===== src/rtl/ula_scheduler_if.sv =====
// Bus bundle between the two ULA requesters, the scheduler and the ULA itself.
// The scheduler takes the slave view. The requesters and the ULA take the master view.
interface ula_scheduler_if #(
  parameter int W = 32
);
  // Requester side
  logic         req0;
  logic         req1;
  logic [4:0]   op0;
  logic [4:0]   op1;
  logic [W-1:0] a0;
  logic [W-1:0] a1;
  logic [W-1:0] b0;
  logic [W-1:0] b1;
  logic         done0;
  logic         done1;
  logic [W-1:0] result;
  logic         zero;
  logic         carry;
  logic         err;
  logic         busy;

  // ULA side
  logic [4:0]   alu_opcode;
  logic [W-1:0] alu_a;
  logic [W-1:0] alu_b;
  logic [W-1:0] alu_out;
  logic         alu_carry;

  modport slave (
    input  req0, req1, op0, op1, a0, a1, b0, b1, alu_out, alu_carry,
    output done0, done1, result, zero, carry, err, busy,
           alu_opcode, alu_a, alu_b
  );

  modport master (
    output req0, req1, op0, op1, a0, a1, b0, b1, alu_out, alu_carry,
    input  done0, done1, result, zero, carry, err, busy,
           alu_opcode, alu_a, alu_b
  );
endinterface


===== src/rtl/ula_scheduler.sv =====
// Round-robin scheduler that shares one combinational ULA between the
// fetch/PC path (requester 0) and the execute path (requester 1).
// The scheduler registers the winning operands and holds the opcode for SETTLE cycles.
// It then captures the result and flags and pulses the winner's done output.
// The opcode returns to IDLE_OPCODE between operations. Every operation
// therefore presents a fresh opcode transition to the ULA.
module ula_scheduler #(
  parameter int         W           = 32,
  parameter int         SETTLE      = 1,
  parameter logic [4:0] IDLE_OPCODE = 5'b10000
) (
  input  logic            clk,
  input  logic            rst,
  ula_scheduler_if.slave  bus
);

  localparam int                CNT_W    = (SETTLE > 1) ? $clog2(SETTLE) : 1;
  localparam logic [CNT_W-1:0]  CNT_LAST = CNT_W'(SETTLE - 1);
  localparam logic [CNT_W-1:0]  CNT_ONE  = CNT_W'(1);
  localparam logic [W-1:0]      ZERO_W   = {W{1'b0}};

  typedef enum logic [1:0] {
    IDLE = 2'd0,
    EXEC = 2'd1,
    DONE = 2'd2
  } state_t;

  // Opcodes the ULA does not implement. These are reported through err
  // without ever being presented to the ULA.
  function automatic logic illegal_op(input logic [4:0] op);
    logic bad;
    case (op)
      5'h02, 5'h07,
      5'h0A, 5'h0B, 5'h0C, 5'h0D, 5'h0E, 5'h0F: bad = 1'b1;
      default:                                  bad = 1'b0;
    endcase
    return bad;
  endfunction

  // Registered state and outputs
  state_t            state_r;
  logic [CNT_W-1:0]  cnt_r;
  logic              last_grant_r;
  logic              winner_r;
  logic              done0_r;
  logic              done1_r;
  logic [W-1:0]      result_r;
  logic              zero_r;
  logic              carry_r;
  logic              err_r;
  logic              busy_r;
  logic [4:0]        alu_opcode_r;
  logic [W-1:0]      alu_a_r;
  logic [W-1:0]      alu_b_r;

  // Next-state values
  state_t            state_s;
  logic [CNT_W-1:0]  cnt_s;
  logic              last_grant_s;
  logic              winner_s;
  logic              done0_s;
  logic              done1_s;
  logic [W-1:0]      result_s;
  logic              zero_s;
  logic              carry_s;
  logic              err_s;
  logic              busy_s;
  logic [4:0]        alu_opcode_s;
  logic [W-1:0]      alu_a_s;
  logic [W-1:0]      alu_b_s;

  // Arbitration result
  logic              any_req_s;
  logic              pick_s;
  logic [4:0]        sel_op_s;
  logic [W-1:0]      sel_a_s;
  logic [W-1:0]      sel_b_s;

  // Round-robin pick: on a tie the requester that was not granted last wins
  always_comb begin
    any_req_s = bus.req0 | bus.req1;
    if (bus.req0 && bus.req1) begin
      pick_s = ~last_grant_r;
    end else begin
      pick_s = bus.req1;
    end
    if (pick_s) begin
      sel_op_s = bus.op1;
      sel_a_s  = bus.a1;
      sel_b_s  = bus.b1;
    end else begin
      sel_op_s = bus.op0;
      sel_a_s  = bus.a0;
      sel_b_s  = bus.b0;
    end
  end

  // Next-state and next-output logic for the IDLE -> EXEC -> DONE sequence
  always_comb begin
    state_s      = state_r;
    cnt_s        = cnt_r;
    last_grant_s = last_grant_r;
    winner_s     = winner_r;
    done0_s      = 1'b0;
    done1_s      = 1'b0;
    result_s     = result_r;
    zero_s       = zero_r;
    carry_s      = carry_r;
    err_s        = err_r;
    alu_opcode_s = alu_opcode_r;
    alu_a_s      = alu_a_r;
    alu_b_s      = alu_b_r;

    case (state_r)
      IDLE: begin
        if (any_req_s) begin
          winner_s     = pick_s;
          last_grant_s = pick_s;
          alu_a_s      = sel_a_s;
          alu_b_s      = sel_b_s;
          cnt_s        = {CNT_W{1'b0}};
          if (illegal_op(sel_op_s)) begin
            // Skip the ULA entirely. The opcode bus never leaves idle.
            state_s      = DONE;
            alu_opcode_s = IDLE_OPCODE;
            result_s     = ZERO_W;
            zero_s       = 1'b1;
            carry_s      = 1'b0;
            err_s        = 1'b1;
            done0_s      = ~pick_s;
            done1_s      = pick_s;
          end else begin
            state_s      = EXEC;
            alu_opcode_s = sel_op_s;
          end
        end else begin
          state_s = IDLE;
        end
      end

      EXEC: begin
        if (cnt_r == CNT_LAST) begin
          // Last settle cycle: capture the ULA output and drop the opcode.
          state_s      = DONE;
          alu_opcode_s = IDLE_OPCODE;
          result_s     = bus.alu_out;
          zero_s       = (bus.alu_out == ZERO_W);
          carry_s      = bus.alu_carry;
          err_s        = 1'b0;
          done0_s      = ~winner_r;
          done1_s      = winner_r;
        end else begin
          cnt_s = cnt_r + CNT_ONE;
        end
      end

      DONE: begin
        state_s = IDLE;
      end

      default: begin
        state_s      = IDLE;
        alu_opcode_s = IDLE_OPCODE;
      end
    endcase

    busy_s = (state_s != IDLE);
  end

  // State and output registers; reset aborts any in-flight operation silently
  always_ff @(posedge clk or posedge rst) begin
    if (rst) begin
      state_r      <= IDLE;
      cnt_r        <= {CNT_W{1'b0}};
      last_grant_r <= 1'b1;
      winner_r     <= 1'b0;
      done0_r      <= 1'b0;
      done1_r      <= 1'b0;
      result_r     <= ZERO_W;
      zero_r       <= 1'b0;
      carry_r      <= 1'b0;
      err_r        <= 1'b0;
      busy_r       <= 1'b0;
      alu_opcode_r <= IDLE_OPCODE;
      alu_a_r      <= ZERO_W;
      alu_b_r      <= ZERO_W;
    end else begin
      state_r      <= state_s;
      cnt_r        <= cnt_s;
      last_grant_r <= last_grant_s;
      winner_r     <= winner_s;
      done0_r      <= done0_s;
      done1_r      <= done1_s;
      result_r     <= result_s;
      zero_r       <= zero_s;
      carry_r      <= carry_s;
      err_r        <= err_s;
      busy_r       <= busy_s;
      alu_opcode_r <= alu_opcode_s;
      alu_a_r      <= alu_a_s;
      alu_b_r      <= alu_b_s;
    end
  end

  assign bus.done0      = done0_r;
  assign bus.done1      = done1_r;
  assign bus.result     = result_r;
  assign bus.zero       = zero_r;
  assign bus.carry      = carry_r;
  assign bus.err        = err_r;
  assign bus.busy       = busy_r;
  assign bus.alu_opcode = alu_opcode_r;
  assign bus.alu_a      = alu_a_r;
  assign bus.alu_b      = alu_b_r;

endmodule


===== src/flat_wrapper.sv =====
// flat-port wrapper written by rule: the top's interface ports become plain ports
module ula_scheduler_flat 
#(
  parameter int         W           = 32,
  parameter int         SETTLE      = 1,
  parameter logic [4:0] IDLE_OPCODE = 5'b10000
)
  (clk, rst, bus_req0, bus_req1, bus_op0, bus_op1, bus_a0, bus_a1, bus_b0, bus_b1, bus_alu_out, bus_alu_carry, bus_done0, bus_done1, bus_result, bus_zero, bus_carry, bus_err, bus_busy, bus_alu_opcode, bus_alu_a, bus_alu_b);
  ula_scheduler_if #(.W(W)) bus_i ();
  input  logic clk;
  input  logic rst;
  input wire logic [$bits(bus_i.req0)-1:0] bus_req0;
  input wire logic [$bits(bus_i.req1)-1:0] bus_req1;
  input wire logic [$bits(bus_i.op0)-1:0] bus_op0;
  input wire logic [$bits(bus_i.op1)-1:0] bus_op1;
  input wire logic [$bits(bus_i.a0)-1:0] bus_a0;
  input wire logic [$bits(bus_i.a1)-1:0] bus_a1;
  input wire logic [$bits(bus_i.b0)-1:0] bus_b0;
  input wire logic [$bits(bus_i.b1)-1:0] bus_b1;
  input wire logic [$bits(bus_i.alu_out)-1:0] bus_alu_out;
  input wire logic [$bits(bus_i.alu_carry)-1:0] bus_alu_carry;
  output wire logic [$bits(bus_i.done0)-1:0] bus_done0;
  output wire logic [$bits(bus_i.done1)-1:0] bus_done1;
  output wire logic [$bits(bus_i.result)-1:0] bus_result;
  output wire logic [$bits(bus_i.zero)-1:0] bus_zero;
  output wire logic [$bits(bus_i.carry)-1:0] bus_carry;
  output wire logic [$bits(bus_i.err)-1:0] bus_err;
  output wire logic [$bits(bus_i.busy)-1:0] bus_busy;
  output wire logic [$bits(bus_i.alu_opcode)-1:0] bus_alu_opcode;
  output wire logic [$bits(bus_i.alu_a)-1:0] bus_alu_a;
  output wire logic [$bits(bus_i.alu_b)-1:0] bus_alu_b;
  assign bus_i.req0 = bus_req0;
  assign bus_i.req1 = bus_req1;
  assign bus_i.op0 = bus_op0;
  assign bus_i.op1 = bus_op1;
  assign bus_i.a0 = bus_a0;
  assign bus_i.a1 = bus_a1;
  assign bus_i.b0 = bus_b0;
  assign bus_i.b1 = bus_b1;
  assign bus_i.alu_out = bus_alu_out;
  assign bus_i.alu_carry = bus_alu_carry;
  assign bus_done0 = bus_i.done0;
  assign bus_done1 = bus_i.done1;
  assign bus_result = bus_i.result;
  assign bus_zero = bus_i.zero;
  assign bus_carry = bus_i.carry;
  assign bus_err = bus_i.err;
  assign bus_busy = bus_i.busy;
  assign bus_alu_opcode = bus_i.alu_opcode;
  assign bus_alu_a = bus_i.alu_a;
  assign bus_alu_b = bus_i.alu_b;
  ula_scheduler #(.W(W), .SETTLE(SETTLE), .IDLE_OPCODE(IDLE_OPCODE)) u_core (.clk(clk), .rst(rst), .bus(bus_i));
endmodule

===== config.mk =====
export PLATFORM = sky130hd
export DESIGN_NAME = ula_scheduler_flat
export DESIGN_NICKNAME = d
export VERILOG_FILES = /design/src/rtl/ula_scheduler_if.sv /design/src/rtl/ula_scheduler.sv /design/src/flat_wrapper.sv
export SDC_FILE = /design/constraint.sdc
export NUM_CORES = 1
export LEC_CHECK = 0
export ABC_AREA = 0
export BUFFER_PORTS_ARGS = -buffer_cell sky130_fd_sc_hd__buf_2
export CAP_MARGIN = 30
export CORE_MARGIN = 10
export CORE_UTILIZATION = 44
export CTS_CLUSTER_DIAMETER = 100
export DETAILED_ROUTE_END_ITERATION = 10
export PLACE_DENSITY = 0.92
export RECOVER_POWER = 100
export SLEW_MARGIN = 20
export SYNTH_ARGS = -nofsm -noshare
export SYNTH_HDL_FRONTEND = slang
export SYNTH_SLANG_ARGS = --single-unit

===== constraint.sdc =====
create_clock -name clk -period 4.2 [get_ports clk]
set_input_delay 0.21 -clock clk [delete_from_list [all_inputs] [get_ports clk]]
set_output_delay 0.21 -clock clk [all_outputs]
set_load 0.01 [all_outputs]

== Yosys cells after proc, flatten, opt, wreduce, memory -nomap -nowiden ==
Memories as Yosys holds them, arrays and structs flattened.
Index checks and enable logic that the tools add are counted.
Cells by class
  reduce and logical (&&, ||, !) cells: 9
  muxes and demuxes: 40
  $add $sub $neg: 1
  equality and inequality tests: 5
  bitwise operators: 5
Operator list (count)
  $mux 32: 5
  $pmux 32 s2: 1
  $logic_not 32->1: 1
  $mux 5: 4
  $mux 1: 19
  $pmux 5 s3: 1
  $pmux 1 s2: 6
  $mux 2: 3
  $ne 2x1->1 const B: 2
  $not 1->1: 4
  $pmux 2 s2: 1
  $reduce_and 2->1: 2
  $reduce_and 4->1: 1
  $reduce_bool 2->1: 2
  $reduce_and 3->1: 1
  $eq 2x1->1 const B: 1
  $eq 2x2->1 const B: 1
  $logic_not 2->1: 1
  $ne 2x2->1 const B: 1
  $add 1x1->1 const B: 1
  $logic_and 1x1->1: 1
  $or 1x1->1: 1
Word-level totals
  logic and storage cells: 75
  input bits: 175
  register bits after elaboration: 112
  memories kept: 1
  output and inout port bits: 107
  bits in read-only memories: 16
Memory list
  (name not given): depth 16, width 1, rd ports 1, clocked after memory_dff 0, write ports 0, RTL line ula_scheduler.sv:32  | case (op)

== Depth between registers and ports, before layout ==
An unclocked memory read counts as a cell.
  word-level depth: 11
  gate-level depth with buffers: 6
  depth with buffers taken out: 4

== Worst setup path before layout ==
No wires, ideal clock.
  path type: reg2reg
  start point: register u_core.state_r[0]
  end point: register u_core.done0_r (netlist: u_core.bus.done0)
  path buffers: 0
  setup slack: 2.677 ns
  arrival time: 1.440 ns
  cell stages (with the launch flop): 5
  cells stage by stage: dfrtp_1 > nor2_1 > o21ai_2 > or4_2 > o21ai_0
Between the ends
  longest elaborated chain between the ends: 2
  elaborated cells between the ends (all ways): 3
RTL lines
  from (decl): RTL line ula_scheduler.sv:41  | state_t state_r;
  from (signal assigned): RTL line ula_scheduler.sv:188  | state_r <= state_s;
  $eq 2x1->1 or $logic_not 2->1 (tied branches): RTL line ula_scheduler.sv:114  | case (state_r)
  $pmux 1 s2 *: RTL line ula_scheduler.sv:114
  net u_core.done0_s: RTL line ula_scheduler.sv:61  | logic done0_s;
  to (signal assigned): RTL line ula_scheduler.sv:192  | done0_r <= done0_s;
  to (decl): RTL line ula_scheduler.sv:45  | logic done0_r;
Mark *: on every way through the listed nets, which the timed path passes. The rest lies on a longest branch.
A chain may end at the register's enable or synchronous reset.

== Worst setup path after layout ==
  start point: register u_core.last_grant_r
  end point: register u_core.result_r[10] (netlist: u_core.bus.result[10])
Between the ends
  longest elaborated chain between the ends: 9
RTL lines
  from (decl): RTL line ula_scheduler.sv:43  | logic last_grant_r;
  from (signal assigned): RTL line ula_scheduler.sv:190  | last_grant_r <= last_grant_s;
  $not 1->1 *: RTL line ula_scheduler.sv:83  | pick_s = ~last_grant_r;
  $mux 1 *: RTL line ula_scheduler.sv:82  | if (bus.req0 && bus.req1) begin
  $mux 5 *: RTL line ula_scheduler.sv:87  | if (pick_s) begin
  $mem_v2 16x1
  $mux 1 *: RTL line ula_scheduler.sv:32
  $mux 1 *: RTL line ula_scheduler.sv:116  | if (any_req_s) begin
  $mux 1 *: RTL line ula_scheduler.sv:114
  $ne 2x1->1 (no line) *
  $reduce_and 4->1 (no line) *
  to (signal assigned): RTL line ula_scheduler.sv:194  | result_r <= result_s;
  to (decl): RTL line ula_scheduler.sv:47  | logic [W-1:0] result_r;
Mark *: on every way between the ends. The rest lies on a longest branch, timed or not. The select of a mux whose other input is x is not followed.

==> flow_summary.ini <==
[global_routing]
overflow = 0
grt_pass1_wl_mm = 24.2
grt_use_total = 0.180
grt_max_degree = 131
grt_pass1_vias = 4900
antenna_found_initial = 0

[pwr]
peakVddDrop_v = 0.000412
post-layout-total-power_mw = 4.47
pwr-share-clk = 0.183
internal_power_mw = 2.64
comb_power_share = 0.401
switching_power_mw = 1.83
p_sw_frac = 0.409
p_per_area_mw_per_mm2 = 674
leakagePower_nw = 3.37
p_seq_frac = 0.416

[cts]
cts_buffers = 9
clk_path_buf_depth = 2
cts_tree = yes
postCtsHoldBufs = 0
cts_max_level = 3
path_clk_slew_ns = 0.08
cts.sinks = 111
cts_root_buffer = clkbuf_16
clk_latency_ns = 0.34
postCtsSetupBuffers = 0
cts_resized = 0

[synth]
synth_top_cell_area_share = 0.544
synth_cell_types = 36
yosysTopAreaCell = dfrtp_1
async_flop_share = 1.00
synth_area_leaders = dfrtp_1 54%, mux2i_1 14%, nand2_1 10%
synth_area_per_cell_um2 = 10.1
synth_edf_count = 0
syn_nets = 670
syn_area_mm2 = 0.00501
synth_cells = 495
synth_seq_cells = 111
seq_area_frac_synth = 0.555
yosys_most_used_dff = dfrtp_1
ys_warn_count = 0

[drt]
vias_per_cell = 5.06
drc_errors = 0
dr.pass1.iters = 4
vias = 4587
drtIter0Drc = 333
drt-total-wl_mm = 15.4
wl_per_cell_um = 17.0
ant_nets = 0

[placed_design]
dp_cells = 888
post_dp_cell_area_mm2 = 0.00648
numPortBuffers = 281
dp_hpwl_mm = 12.2
gp_congestion = 0.848

[die]
initial_core_util = 0.456
fp.dieArea_mm2 = 0.0161
die_y_um = 127
coreArea_mm2 = 0.0110
std_cell_rows = 38
die-width_um = 127
io_pins = 282

[setup_path]
path_delay_family = compound AO/OA/AOI/OAI gates
cp.required_ns = 4.36
r2r_start = u_core.last_grant_r$_DFFE_PP1P_
crit_start = u_core.last_grant_r$_DFFE_PP1P_
crit_fanout = 35
path_buf_inv = 0
cp_cell_sequence = a21bo_1 -> o2111ai_1 -> a21oi_4 -> a21oi_1
setup.worst_path.class = register to register
critical_path.max_stage_delay_ns = 0.83
worstPathArrival_ns = 3.11
cp-start-kind = register
cp-end-kind = register
crit_path_top_delay_cell = a21bo_1

[outcome]
status = complete, but fails checks
violations = max-capacitance violations, max-slew violations

[cells_and_area]
nFillCells = 975
stdcell_area_mm2 = 0.00664
final_common_cell = buf_2
n_antenna_cell = 0
nets = 936
instances_no_fill = 906
final_cell_mix = 175 x buf_2, 133 x nand2_1, 109 x dfrtp_1
layout-drive-gt1-share = 0.266
area_delta_synth_final_pct = 32.4

[sta]
maxSlewHeadroom = -0.369
whs_ns = 0.117
setup_viol_count_final = 0
fin_tns_setup_ns = 0
hold_viol = 0
rsz0062_at_grt = false
period_share = 0.703
maxSlewViolCount = 131
worst_slew_pin_slew_ns = 2.05
period_needed_ns = 2.95
max_freq_ghz = 0.339
clock_skew_ns = 0.0113

[worst_hold_path]
min_from = bus_alu_out[2]
hold_class = input port to register

[job]
max-cap-violations = 1
power groups by stage:
stage / sequential (mW) / clock, mW / combinational, mW
after floorplan: 2.07 / 0 / 0.901
after global placement: 1.83 / 0 / 1.90
after detailed placement: 1.86 / 0 / 1.96
after CTS: 1.85 / 0.841 / 1.95
after global routing: 1.92 / 0.884 / 2.03
final: 1.86 / 0.819 / 1.79
layer usage:
layer  routed length [µm]  up-vias  global-route usage
met2                 7710      203               0.316
met5                    0        -                   0
li1                     -     2231                   -
met3                 1430       12              0.0629
met4                  145        0              0.0388
met1                 6080     2141               0.205
worst register-to-register path, delay by kind of cell, from the launching register on:
kind / cells / cell delay, ns
compound gates: 4 / 2.24
flops: 1 / 0.56
path summary, 6_finish.rpt:
kind,cells past startpoint,slack (ns),end
setup / recovery,4,1.25,u_core.bus.result[10]$_DFFE_PP0P_
hold reg to reg,2,0.48,u_core.bus.alu_b[20]$_DFFE_PP0P_
setup reg to reg,4,1.25,u_core.bus.result[10]$_DFFE_PP0P_
max in group asynchronous,5,2.40,u_core.bus.alu_a[22]$_DFFE_PP0P_
min in group asynchronous,3,0.55,u_core.bus.alu_a[19]$_DFFE_PP0P_
hold / removal,3,0.12,u_core.bus.result[2]$_DFFE_PP0P_
layout make-up:
class | count | area, µm² | share of cell area
clock buffer | 11 | 243 | 0.0366
clock inverter | 5 | 40.0 | 0.00603
inverter | 4 | 16.3 | 0.00245
multi-input combinational | 347 | 2030 | 0.307
sequential | 111 | 2780 | 0.419
tap | 140 | 175 | 0.0264
timing repair buffer | 288 | 1350 | 0.203
state kept, by name, indices dropped and copies added (netlist names), 2 cells and up:
name	count
u_core.bus.alu_a	32
u_core.bus.alu_b	32
u_core.bus.result	32
u_core.bus.alu_opcode	5
u_core.state_r	2
stage by stage:
stage          utilization  worst slack [ns]
4_1_cts              0.615              1.79
3_3_place_gp         0.590              1.90
3_5_place_dp         0.590              1.81
2_1_floorplan            -              1.06
6_report             0.604              1.25
5_1_grt              0.604             0.934
cells by family after synthesis:
family                    synth area share
xor gates and xnor gates           0.00350
buffers and inverters               0.0377
DFF                                  0.555
AOI/OAI and AO/OA                    0.143
and+or+nand+nor                      0.125
muxes                                0.136
cells in the mapped netlist (2+ instances only):
| cell | count |
|---|---|
| nor4_1 | 8 |
| a21oi_1 | 31 |
| a21oi_2 | 3 |
| buf_6 | 3 |
| inv_1 | 4 |
| nor2_1 | 7 |
| nand4_1 | 2 |
| dfrtp_1 | 109 |
| nand2_1 | 133 |
| nor3_1 | 2 |
| clkbuf_1 | 17 |
| a21o_1 | 3 |
| o2bb2ai_1 | 4 |
| buf_4 | 5 |
| buf_2 | 7 |
| mux2i_1 | 68 |
| o21ai_0 | 68 |
| xnor2_1 | 2 |
| dfstp_2 | 2 |
No activity file was read; power rests on OpenSTA's default activity.
